## src/rtl/timer_pkg.sv

```systemverilog
// timer_pkg: shared prescaler divisors and width helper for the interval timers
package timer_pkg;
   localparam int DIV_100MS_50MHZ = 5000000;
   localparam int DIV_1MS_50MHZ = 50000;
   function automatic int width_of(input int v);
      int w = 1;
      while ((2 ** w) < v) w++;
      return w;
   endfunction
endpackage

```

## src/rtl/tick_prescaler.sv

```systemverilog
// tick_prescaler: divides clk by DIV into a one-cycle base tick while run is high
module tick_prescaler #(
   parameter int DIV = 4,
   parameter int DIV_W = 2
) (
   input  logic clk,
   input  logic rst,
   input  logic run,
   input  logic clear,
   output logic tick
);
   localparam logic [DIV_W-1:0] LAST = DIV_W'(DIV - 1);
   logic [DIV_W-1:0] pre;
   assign tick = run && (pre == LAST);
   always_ff @(posedge clk or negedge rst)
      if (!rst) pre <= '0;
      else if (clear || tick) pre <= '0;
      else if (run) pre <= pre + 1'b1;
endmodule

```

## src/rtl/prog_interval_timer.sv

```systemverilog
// prog_interval_timer: programmable one-shot/periodic timeout counter over a prescaled tick
module prog_interval_timer
   import timer_pkg::*;
#(
   parameter int DIV = DIV_100MS_50MHZ,
   parameter int CNT_W = 8,
   parameter int DEFAULT_TERM = 5
) (
   input  logic clk,
   input  logic rst,
   input  logic enable,
   input  logic restart,
   input  logic periodic,
   input  logic [CNT_W-1:0] terminal,
   output logic timeout,
   output logic expired,
   output logic running,
   output logic [CNT_W-1:0] count
);
   localparam int DIV_W = width_of(DIV);
   logic [CNT_W-1:0] term_q, term_next;
   logic tick, wrap;
   assign running = enable && !expired;
   assign term_next = (terminal == '0) ? CNT_W'(1) : terminal;
   assign wrap = tick && (count == term_q - 1'b1);
   tick_prescaler #(.DIV(DIV), .DIV_W(DIV_W)) u_pre (
      .clk(clk), .rst(rst), .run(running), .clear(restart), .tick(tick)
   );
   // restart wins over a coincident terminal tick, so that timeout is dropped
   always_ff @(posedge clk or negedge rst)
      if (!rst) begin
         timeout <= 1'b0;
         expired <= 1'b0;
         count <= '0;
         term_q <= CNT_W'(DEFAULT_TERM);
      end else if (restart) begin
         timeout <= 1'b0;
         expired <= 1'b0;
         count <= '0;
         term_q <= term_next;
      end else begin
         timeout <= wrap;
         if (wrap) begin
            count <= '0;
            term_q <= term_next;
            expired <= !periodic;
         end else if (tick) count <= count + 1'b1;
      end
endmodule

```

## config.mk

```make
export PLATFORM = sky130hd
export DESIGN_NAME = prog_interval_timer
export DESIGN_NICKNAME = d
export VERILOG_FILES = /design/src/rtl/timer_pkg.sv /design/src/rtl/tick_prescaler.sv /design/src/rtl/prog_interval_timer.sv
export SDC_FILE = /design/constraint.sdc
export NUM_CORES = 1
export LEC_CHECK = 0
export ABC_AREA = 1
export BUFFER_PORTS_ARGS = -buffer_cell sky130_fd_sc_hd__buf_2
export CORE_ASPECT_RATIO = 0.6
export CORE_MARGIN = 4
export CORE_UTILIZATION = 25
export DETAILED_ROUTE_END_ITERATION = 10
export PLACE_DENSITY = 0.45
export SLEW_MARGIN = 20
export SYNTH_ARGS = -nofsm -noshare
export SYNTH_HDL_FRONTEND = slang
export SYNTH_SLANG_ARGS = --single-unit
```

## constraint.sdc

```tcl
create_clock -name clk -period 2.74 [get_ports clk]
set_input_delay 0.411 -clock clk [delete_from_list [all_inputs] [get_ports clk]]
set_output_delay 0.411 -clock clk [all_outputs]
set_load 0.03 [all_outputs]
```

==> summary.txt, run 1 <==
Route
  • Initial DRC count: 234
  • Routed Antenna Nets: 0
  • M1 WL: approximately 4600 um
  • DRC: 0
  • DR top layer: met4
  • DR vias/cell: approximately 4.5
  • Wire per inst: ~13 um
  • Via count: 2419
  • DRT Wirelength: 7260 um
  • Met2 Wirelength: around 2100 um
  • Met3 Routed Length: between 400 and 500 um
  • First drt pass iteration count: 4

Logic synthesis
  • Post-Synthesis Cell Area: 2650 sq um
  • Yosys top cell area share: a little under two fifths
  • #FFs+latches synth: 41
  • Top_reg_cell synth: dfrtp_1
  • Yosys cell types: 32
  • Sequential area share after synthesis: between 30% and 40%
  • EDFF count, synth: 0
  • Mean Syn Cell Area: between 6 and 7 sq um
  • Syn Inst Count: about 380
  • Ys async rst share: 100%
  • Area leader, netlist: dfrtp_1
  • Syn. warnings: 0
  • Syn_nets: ~400
  • Synth top area cells: dfrtp_1 37%, nand2_1 14%, nand3_1 8.3%

Critical path
  • R2R Path End: term_q[0]$_DFFE_PN1P_
  • R2r worst-path depth: 12
  • R2r startpoint: term_q[0]$_DFFE_PN1P_
  • CP max FO: 13
  • Setup CP Type: reg2reg
  • R2r setup slk: ~570 ps
  • CP Capture Type: register
  • Worst path arrival time: about 2400 ps
  • Startpoint Class: register
  • Worst path required time: roughly 3000 ps

Final layout
  • Layout cells sized above 1: between 10% and 20%
  • Area Overhead vs Synth: 14.5%
  • # nets final: between 400 and 500
  • Antenna Cells: 0

Pwr
  • LEAKAGE: between 0.0015 and 0.002 uW
  • Tot Pwr: ~1400 uW
  • Power Dens Cells: about 450 nW/um^2
  • Clk pwr share: about two fifths
  • Sw power: roughly 360 uW
  • Internal Power: approximately 1000 uW
  • Max rail drop VDD: roughly 0.23 mV
  • Gate power share: a little under an eighth
  • Switching share of power: roughly a quarter
  • Part of the power in registers: 46.8%

STA
  • # setup viols final: 0
  • Final TNS setup: 0 ps
  • Clock period minus worst slack: ~2200 ps
  • Worst Max-Slew Pin Slew: roughly 560 ps
  • Final hold vios: 0
  • RSZ-0062 raised after global routing: false
  • Setup Skew: between 6 and 7 ps
  • FMAX: approximately 460 MHz
  • Slew Viols, Final: 0
  • Final worst-path cycle share: between 70% and 80%
  • Slew Limit Headroom: 62.3%

CTS
  • Post-CTS Hold Fix Bufs: 0
  • CTS tree: yes
  • CTS Buf Count: 5
  • Maximum clock path buffer count: 2
  • Post-CTS Setup Repair Bufs: 0
  • PostCTS Resize Cnt: 0
  • Worst-path clk slew: around 60 ps
  • Clk sinks: between 40 and 50
  • Clock Tree Root: clkbuf_16
  • H-tree depth: 2
  • Worst skew pair latency: 280 ps

Floorplanning
  • Die Area: roughly 12000 sq um
  • Top Ports: 24
  • Core ar.: just over 10000 sq um
  • Initial core utilization: approximately a quarter
  • Die height: approximately 90 um
  • Row cnt: 28
  • Die X: 141 um

Global route
  • Residual overflow from global routing: 0
  • Vias in the first global route: about 2100
  • GRT Total Usage: 12.2%
  • First-pass GRT wire length: about 12000 um
  • Initial antenna violation count: 0
  • Largest net degree at the start of global routing: 42

Run status
  • Outcome: completed

Placement
  • Detailed Place HPWL: ~5700 um
  • Port Buffer Count: 23
  • Routability Congestion: ~0.84

Min path
  • Hold WC Path Type: in2async

Run
  • MaxCap Viol Count: 0
## Yosys cell counts, types with 2 or more instances
master	number
nor2_1	41
nand3_1	44
dfrtp_1	39
nor3_1	13
nor2_2	6
ha_1	3
nor3_2	2
inv_1	57
nand2_2	10
nor4_1	3
xor2_1	4
nand3_2	2
buf_4	3
a22oi_1	2
dfstp_2	2
a21oi_1	14
o21ai_0	10
o21ai_1	2
xnor2_1	6
nand4_1	7
buf_2	3
nand2_1	99
## sequential cells by signal, summed over array words and instances, names as in the netlist
signal and count:
term_q 8, count 8, timeout 1, u_pre.pre 23, expired 1
## routing by layer
layer	global-route usage, %	vias up
met5	0	-
met4	2.37	0
met3	3.11	2
met2	12.0	74
met1	22.7	1080
li1	-	1263
## how the worst max path moves through the flow
stage	startpoint	endpoint	cells past startpoint
CTS	term_q[0]$_DFFE_PN1P_	term_q[0]$_DFFE_PN1P_	12
floorplan	term_q[0]$_DFFE_PN1P_	expired$_DFFE_PN0P_	12
finish	term_q[0]$_DFFE_PN1P_	term_q[0]$_DFFE_PN1P_	12
detailed placement	term_q[0]$_DFFE_PN1P_	term_q[0]$_DFFE_PN1P_	12
global placement	term_q[0]$_DFFE_PN1P_	count[4]$_DFFE_PN0P_	11
global route	term_q[0]$_DFFE_PN1P_	term_q[0]$_DFFE_PN1P_	12
## cell families after synthesis
| group | count (synthesis) | share of synthesized area [%] |
|---|---|---|
| fa+ha+maj | 3 | 1.42 |
| flops | 41 | 38.8 |
| simple gates | 231 | 39.6 |
| compound gates | 31 | 6.42 |
| xor+xnor | 10 | 3.30 |
| buf+inv | 66 | 10.5 |
## per-stage QoR
step / util (%) / setup slack (ps) / hold WS [ps] / instances / area, sq um
after detailed placement: 28.7 / 598 / 479 / 535 / 2900
final: 30.1 / 572 / 122 / 543 / 3040
after global routing: 30.1 / 362 / 165 / 543 / 3040
after floorplan: - / 826 / 115 / 382 / 2650
after global placement: 28.7 / 648 / 473 / 535 / 2900
after CTS: 30.1 / 578 / 315 / 543 / 3040
## critical path, cell delays in order (launching register included)
cell,delay (ps)
dfstp_2,540
inv_1,100
ha_1,320
xnor2_1,130
nor2_1,140
nand2_1,70
nor2_1,80
nand2_1,70
nor2_2,110
nand2_2,170
nand2_4,230
nand2_1,90
nand2_1,60
## placed cells by master (no fill, tap or decap), drive strengths merged, types with 6 or more instances in the layout
cell,instances
nand2,110
inv,57
nor2,48
nand3,46
dfrtp,39
buf,26
nor3,15
a21oi,14
o21ai,12
nand4,7
clkbuf,7
xnor2,6
## power groups by stage
stage | Clock, uW | Sequential, uW | Combinational [uW]
after floorplan | 0 | 644 | 109
after global placement | 0 | 650 | 155
after detailed placement | 0 | 650 | 156
after CTS | 595 | 639 | 157
after global routing | 624 | 641 | 178
final | 572 | 640 | 156
## area by class of cell
cell class | count | area [sq um]
sequential | 41 | 1030
multi-input combinational | 275 | 1350
inverter | 58 | 218
tap | 135 | 169
clock inverter | 1 | 5.00
fill | 1112 | 7050
clock buffer | 7 | 133
timing repair buffer | 26 | 140
Power figures use the tool's default switching activity.
==> run 2: changes to the inputs <==
- clock period: 2.74 -> 2.23 ns (I/O delays scaled with it)
==> run 2 against run 1 <==
Effect of this change: register-to-register slack lost 420 ps; power grew 43%; cell count grew 1.1%; global-route usage grew 0.59 points; sequential share of layout area shrank 1.3 points; via count grew 2.4%; sequential power grew 23%; critical path depth is the same; clock skew is essentially flat; cell area grew 4.0%; largest power group is now the clock network.
==> summary.txt, run 2 (synthesis gave the netlist of run 1 again) <==
STA
  • Worst Max-Slew Pin Slew: 523 ps (-42.2 ps)
  • Clock period minus worst slack: 2080 ps (-91.0 ps)
  • WHS: 15.4 ps (-107 ps)
  • Setup Skew: 7.40 ps (+0.422 ps)
  • # setup viols final: 0 (unchanged)
  • Final worst-path cycle share: 93.1% (+14 points)
  • Final TNS setup: 0 ps (unchanged)
  • Final hold vios: 0 (unchanged)
  • Slew Limit Headroom: 65.2% (+2.8 points)
  • Slew Viols, Final: 0 (unchanged)
  • Post-route setup slack: 153 ps (-419 ps)
  • FMAX: 482 MHz (+4.4%)

Final layout
  • Antenna Cells: 0 (unchanged)
  • Most common cell after layout, fill and taps aside: nand2_1
  • # nets final: 429 (+1.4%)
  • Biggest register: u_pre.pre
  • Final cell count without fillers: 549 (+1.1%)
  • Area Overhead vs Synth: 19.1%
  • Max reg flops: 23 (unchanged)
  • Top Registers: u_pre.pre (23), count (8), term_q (8)
  • Most frequent cells in the layout: 99 x nand2_1, 57 x inv_1, 44 x nand3_1
  • Layout cells sized above 1: 15.7% (+1.7 points)

Floorplanning
  • Core ar.: 10100 sq um (unchanged)
  • Row cnt: 28 (unchanged)
  • Die Area: 12400 sq um (unchanged)
  • Initial core utilization: 26.3% (unchanged)
  • Die X: 141 um (unchanged)
  • Top Ports: 24 (unchanged)
  • Die height: 87.8 um (unchanged)

CTS
  • Post-CTS Hold Fix Bufs: 0 (unchanged)
  • Clock Tree Root: clkbuf_16
  • Worst skew pair latency: 290 ps (about the same)
  • CTS Buf Count: 5 (unchanged)
  • H-tree depth: 2 (unchanged)
  • Worst-path clk slew: 70 ps (about the same)
  • CTS tree: yes
  • Maximum clock path buffer count: 2 (unchanged)
  • Clk sinks: 41 (unchanged)

Placement
  • Routability Congestion: 0.849 (+1.1%)
  • Detailed Place HPWL: 6090 um (+6.3%)
  • Placed Cells: 540 (+0.93%)
  • Pre-CTS setup slack: 115 ps (-483 ps)
  • Port Buffer Count: 23 (unchanged)

Route
  • DRT Wirelength: 7540 um (+3.9%)
  • DR vias/cell: 4.51 (+1.3%)
  • Wire per inst: 13.7 um (+2.7%)
  • Routed Antenna Nets: 0 (unchanged)
  • DRC: 0 (unchanged)
  • Initial DRC count: 202 (-14%)
  • Via count: 2477 (+2.4%)
  • First drt pass iteration count: 4 (unchanged)

Min path
  • Hold WC Path Type: in2async

Pwr
  • Power Dens Cells: 617 nW/um^2 (+37%)
  • Sw power: 472 uW (+33%)
  • Part of the power in registers: 40.3% (-6.5 points)
  • Gate power share: 10.5% (-0.9 points)
  • Tot Pwr: 1950 uW (+43%)
  • LEAKAGE: 0.00158 uW (+4.9%)
  • Max rail drop VDD: 0.322 mV (+42%)
  • Switching share of power: 24.2% (-1.8 points)
  • Internal Power: 1480 uW (+46%)
  • Clk pwr share: 49.2% (+7.4 points)

Critical path
  • R2r worst-path depth: 12 (unchanged)
  • Crit-path slowest cell: dfstp_2
  • CP max FO: 13 (unchanged)
  • CP cell instances: inv_1, ha_1, xnor2_1, nor2_1, nand2_1, nor2_1, nand2_1, nor2_2, nand2_4, nand2_8, nand2_1, nand2_1
  • Setup CP Type: reg2reg
  • Worst path arrival time: 2300 ps (-90 ps)
  • Startpoint Class: register
  • Critical Path Source: term_q[0]$_DFFE_PN1P_
  • CP Capture Type: register
  • Worst path required time: 2460 ps (-500 ps)
  • R2r startpoint: term_q[0]$_DFFE_PN1P_
  • Critical Path Most Common Cell: nand2_1
  • Max incr delay on CP: 540 ps (about the same)

Run status
  • Outcome: completed

Global route
  • Vias in the first global route: 2242 (+6.3%)
  • Initial antenna violation count: 0 (unchanged)
  • Residual overflow from global routing: 0 (unchanged)
  • First-pass GRT wire length: 12400 um (+5.8%)
  • GRT Total Usage: 12.8% (+0.59 points)
  • Largest net degree at the start of global routing: 22 (-48%)

Run
  • MaxCap Viol Count: 0 (unchanged)
run 2: cell count changes in the layout (fill, tap and decap cells not counted):
| cell | change |
|---|---|
| nand2_8 | +1 |
| buf_4 | +4 |
| buf_12 | +1 |
| buf_2 | +1 |
| clkbuf_1 | -2 |
| nand2_2 | -1 |
| bufinv_16 | +2 |
run 2: final cells by class:
class | instances | area (sq um)
clock buffer | 5 | 125
clock inverter | 3 | 65.1
fill | 1139 | 6930
inverter | 58 | 218
multi-input combinational | 275 | 1360
sequential | 41 | 1030
tap | 135 | 169
timing repair buffer | 32 | 195
run 2: critical path: cells and delay by family, from the launching register on:
family	cells	cell delay, ps
and+or+nand+nor	9	990
adders and majority gates	1	300
buffers and inverters	1	60
DFF	1	540
xor gates and xnor gates	1	130
run 2: final timing paths:
check	endpoint	slack (ps)
worst min-delay path	u_pre.pre[15]$_DFFE_PN0P_	20
max in group asynchronous	count[4]$_DFFE_PN0P_	1700
worst max-delay path	term_q[3]$_DFFE_PN0P_	150
min in group clk	expired$_DFFE_PN0P_	230
worst max register to register	term_q[3]$_DFFE_PN0P_	150
worst min register to register	u_pre.pre[3]$_DFFE_PN0P_	490
run 2: what timing repair did:
action | in CTS | in global routing
setup endpoints to repair | 0 | 13
gates resized for setup | 0 | 2
buffers inserted | 0 | 1
run 2: stage by stage:
step                      cell area (sq um)  utilization, %
after detailed placement               2950            29.2
after CTS                              3140            31.1
final                                  3160            31.3
after global routing                   3160            31.3
after floorplan                        2650               -
after global placement                 2950            29.2
run 2: power groups by stage:
stage	clock [uW]	sequential, uW	combinational, uW
5_1_grt	1000	788	235
2_1_floorplan	0	792	134
3_5_place_dp	0	799	201
6_report	959	786	205
4_1_cts	974	785	202
3_3_place_gp	0	800	199
run 2: routing by layer:
metal | vias up | wire length, um | GRT usage (%)
li1 | 1277 | - | -
met1 | 1132 | 4440 | 22.2
met2 | 66 | 2460 | 14.8
met3 | 2 | 589 | 3.44
met4 | 0 | 44 | 1.85
met5 | - | 0 | 0
==> run 3: changes to the inputs <==
==> constraint.sdc (replaced) <==
create_clock -name clk -period 2.23 [get_ports clk]
set_input_delay 0.223 -clock clk [delete_from_list [all_inputs] [get_ports clk]]
set_output_delay 0.223 -clock clk [all_outputs]
set_load 0.03 [all_outputs]
==> run 3 against run 2 <==
Effect of this change: register-to-register slack better by 50 ps; core utilization decreased by 0.16 points; cell count is 0.18% higher; wire length decreased by 1.9%; count of clock-buffer cells in the layout grew 1; sequential cell count is the same.
==> summary.txt, run 3 (synthesis gave the netlist of run 1 again) <==
Run status
  • Outcome: completed

Final layout
  • Most frequent cells in the layout: 99 x nand2_1, 57 x inv_1, 44 x nand3_1
  • Area Overhead vs Synth: 18.5%
  • Antenna Cells: 0 (unchanged)
  • Post-layout util: 31.2% (-0.16 points)
  • Top Registers: u_pre.pre (23), count (8), term_q (8)
  • Layout cells sized above 1: 15.7% (-0.038 points)
  • Design Area, Final: 3140 sq um (-0.51%)
  • Biggest register: u_pre.pre
  • # nets final: 430 (+0.23%)
  • Most common cell after layout, fill and taps aside: nand2_1
  • Max reg flops: 23 (unchanged)

Critical path
  • R2r setup slk: 200 ps (+50 ps)
  • CP endpoint: term_q[3]$_DFFE_PN0P_
  • Worst path arrival time: 2260 ps (-40 ps)
  • R2r startpoint: term_q[0]$_DFFE_PN1P_
  • CP Capture Type: register
  • Startpoint Class: register
  • Worst path required time: 2460 ps (about the same)
  • Critical Path Source: term_q[0]$_DFFE_PN1P_
  • R2R Path End: term_q[3]$_DFFE_PN0P_
  • Setup CP Type: reg2reg
  • R2r worst-path depth: 12 (unchanged)
  • CP max FO: 13 (unchanged)

Floorplanning
  • Core ar.: 10100 sq um (unchanged)
  • Initial core utilization: 26.3% (unchanged)
  • Top Ports: 24 (unchanged)
  • Die height: 87.8 um (unchanged)
  • Die Area: 12400 sq um (unchanged)
  • Die X: 141 um (unchanged)
  • Row cnt: 28 (unchanged)

Route
  • DRC: 0 (unchanged)
  • DRT Wirelength: 7400 um (-1.9%)
  • Initial DRC count: 186 (-7.9%)
  • Wire per inst: 13.4 um (-2.0%)
  • Via count: 2466 (-0.44%)
  • DR vias/cell: 4.48 (-0.63%)
  • Routed Antenna Nets: 0 (unchanged)
  • First drt pass iteration count: 4 (unchanged)

STA
  • RSZ-0062 raised after global routing: false
  • # setup viols final: 0 (unchanged)
  • Slew Viols, Final: 0 (unchanged)
  • FMAX: 493 MHz (+2.3%)
  • Setup Skew: 6.33 ps (-1.06 ps)
  • WHS: 118 ps (+102 ps)
  • Final TNS setup: 0 ps (unchanged)
  • Final hold vios: 0 (unchanged)
  • Slew Limit Headroom: 58.9% (-6.2 points)
  • Clock period minus worst slack: 2030 ps (-47.5 ps)
  • Final worst-path cycle share: 91.0% (-2.1 points)
  • Worst Max-Slew Pin Slew: 616 ps (+93.6 ps)

CTS
  • CTS Buf Count: 5 (unchanged)
  • Worst skew pair latency: 290 ps (about the same)
  • H-tree depth: 2 (unchanged)
  • CTS tree: yes
  • Clk sinks: 41 (unchanged)
  • Post-CTS Setup Repair Bufs: 0 (unchanged)
  • Maximum clock path buffer count: 2 (unchanged)
  • Worst-path clk slew: 60 ps (about the same)
  • Clock Tree Root: clkbuf_16

Pwr
  • Part of the power in registers: 42.3% (+2.0 points)
  • Clk pwr share: 46.9% (-2.3 points)
  • Internal Power: 1390 uW (-5.6%)
  • LEAKAGE: 0.00157 uW (-0.74%)
  • Max rail drop VDD: 0.413 mV (+28%)
  • Gate power share: 10.8% (+0.3 points)
  • Switching share of power: 25.1% (+0.86 points)
  • Tot Pwr: 1860 uW (-4.6%)
  • Power Dens Cells: 592 nW/um^2 (-4.1%)
  • Sw power: 467 uW (-1.1%)

Placement
  • Routability Congestion: 0.848 (about the same)
  • Detailed Place HPWL: 5950 um (-2.4%)
  • Port Buffer Count: 23 (unchanged)
  • DP Area: 2940 sq um (-0.17%)

Global route
  • GRT Total Usage: 12.7% (-0.11 points)
  • Largest net degree at the start of global routing: 26 (+18%)
  • First-pass GRT wire length: 12200 um (-2.0%)
  • Vias in the first global route: 2268 (+1.2%)
  • Residual overflow from global routing: 0 (unchanged)
  • Initial antenna violation count: 0 (unchanged)

Run
  • MaxCap Viol Count: 0 (unchanged)

Min path
  • Hold WC Path Type: in2reg
==> run 3: timing repair <==
item | 4_1_cts | 5_1_grt
hold buffers | 1 | 0
resized for setup | 0 | 2
hold endpoints to repair | 23 | 0
setup endpoints to repair | 0 | 13
==> run 3: power by group through the flow <==
stage / Sequential (uW) / Clock (uW) / Combinational, uW
final: 787 / 873 / 201
after CTS: 787 / 893 / 201
after global placement: 799 / 0 / 197
after floorplan: 792 / 0 / 134
after detailed placement: 800 / 0 / 199
after global routing: 789 / 922 / 233
==> run 3: cell type report <==
class / count / area [sq um]
Clock buffer: 6 / 139
Clock inverter: 2 / 37.5
Fill cell: 1107 / 6950
Inverter: 58 / 218
Multi-Input combinational cell: 275 / 1360
Sequential cell: 41 / 1030
Tap cell: 135 / 169
Timing Repair Buffer: 33 / 193
==> run 3: worst max-delay path, cell delays in order (launching register included) <==
cell and delay, ps:
dfstp_2 550, inv_1 50, ha_1 300, xnor2_1 120
nor2_1 140, nand2_1 70, nor2_1 90, nand2_1 70
nor2_2 160, nand2_4 150, nand2_8 150, nand2_1 80
nand2_1 60
==> run 3: worst min path at each step <==
stage,startpoint,endpoint,slack [ps],cells after the start
after global routing,periodic,expired$_DFFE_PN0P_,120,2
after global placement,rst,u_pre.pre[19]$_DFFE_PN0P_,280,1
after floorplan,rst,count[0]$_DFFE_PN0P_,-70,0
after detailed placement,rst,u_pre.pre[15]$_DFFE_PN0P_,280,1
after CTS,periodic,expired$_DFFE_PN0P_,110,2
final,periodic,expired$_DFFE_PN0P_,120,2
==> run 3: stage by stage <==
stage / worst slack [ps] / instances
after floorplan: 316 / 382
after global placement: 203 / 541
after detailed placement: 135 / 541
after CTS: 116 / 550
after global routing: 8.21 / 550
final: 201 / 550
==> run 3: layer usage <==
| metal | global-route usage, % | share of wire (%) | up-vias | wire length (um) |
|---|---|---|---|---|
| met3 | 3.33 | 5.6 | 8 | 412 |
| met2 | 14.6 | 33 | 58 | 2410 |
| met4 | 3.43 | 1.2 | 0 | 87 |
| li1 | - | - | 1285 | - |
| met1 | 21.5 | 61 | 1115 | 4490 |
| met5 | 0 | 0 | - | 0 |
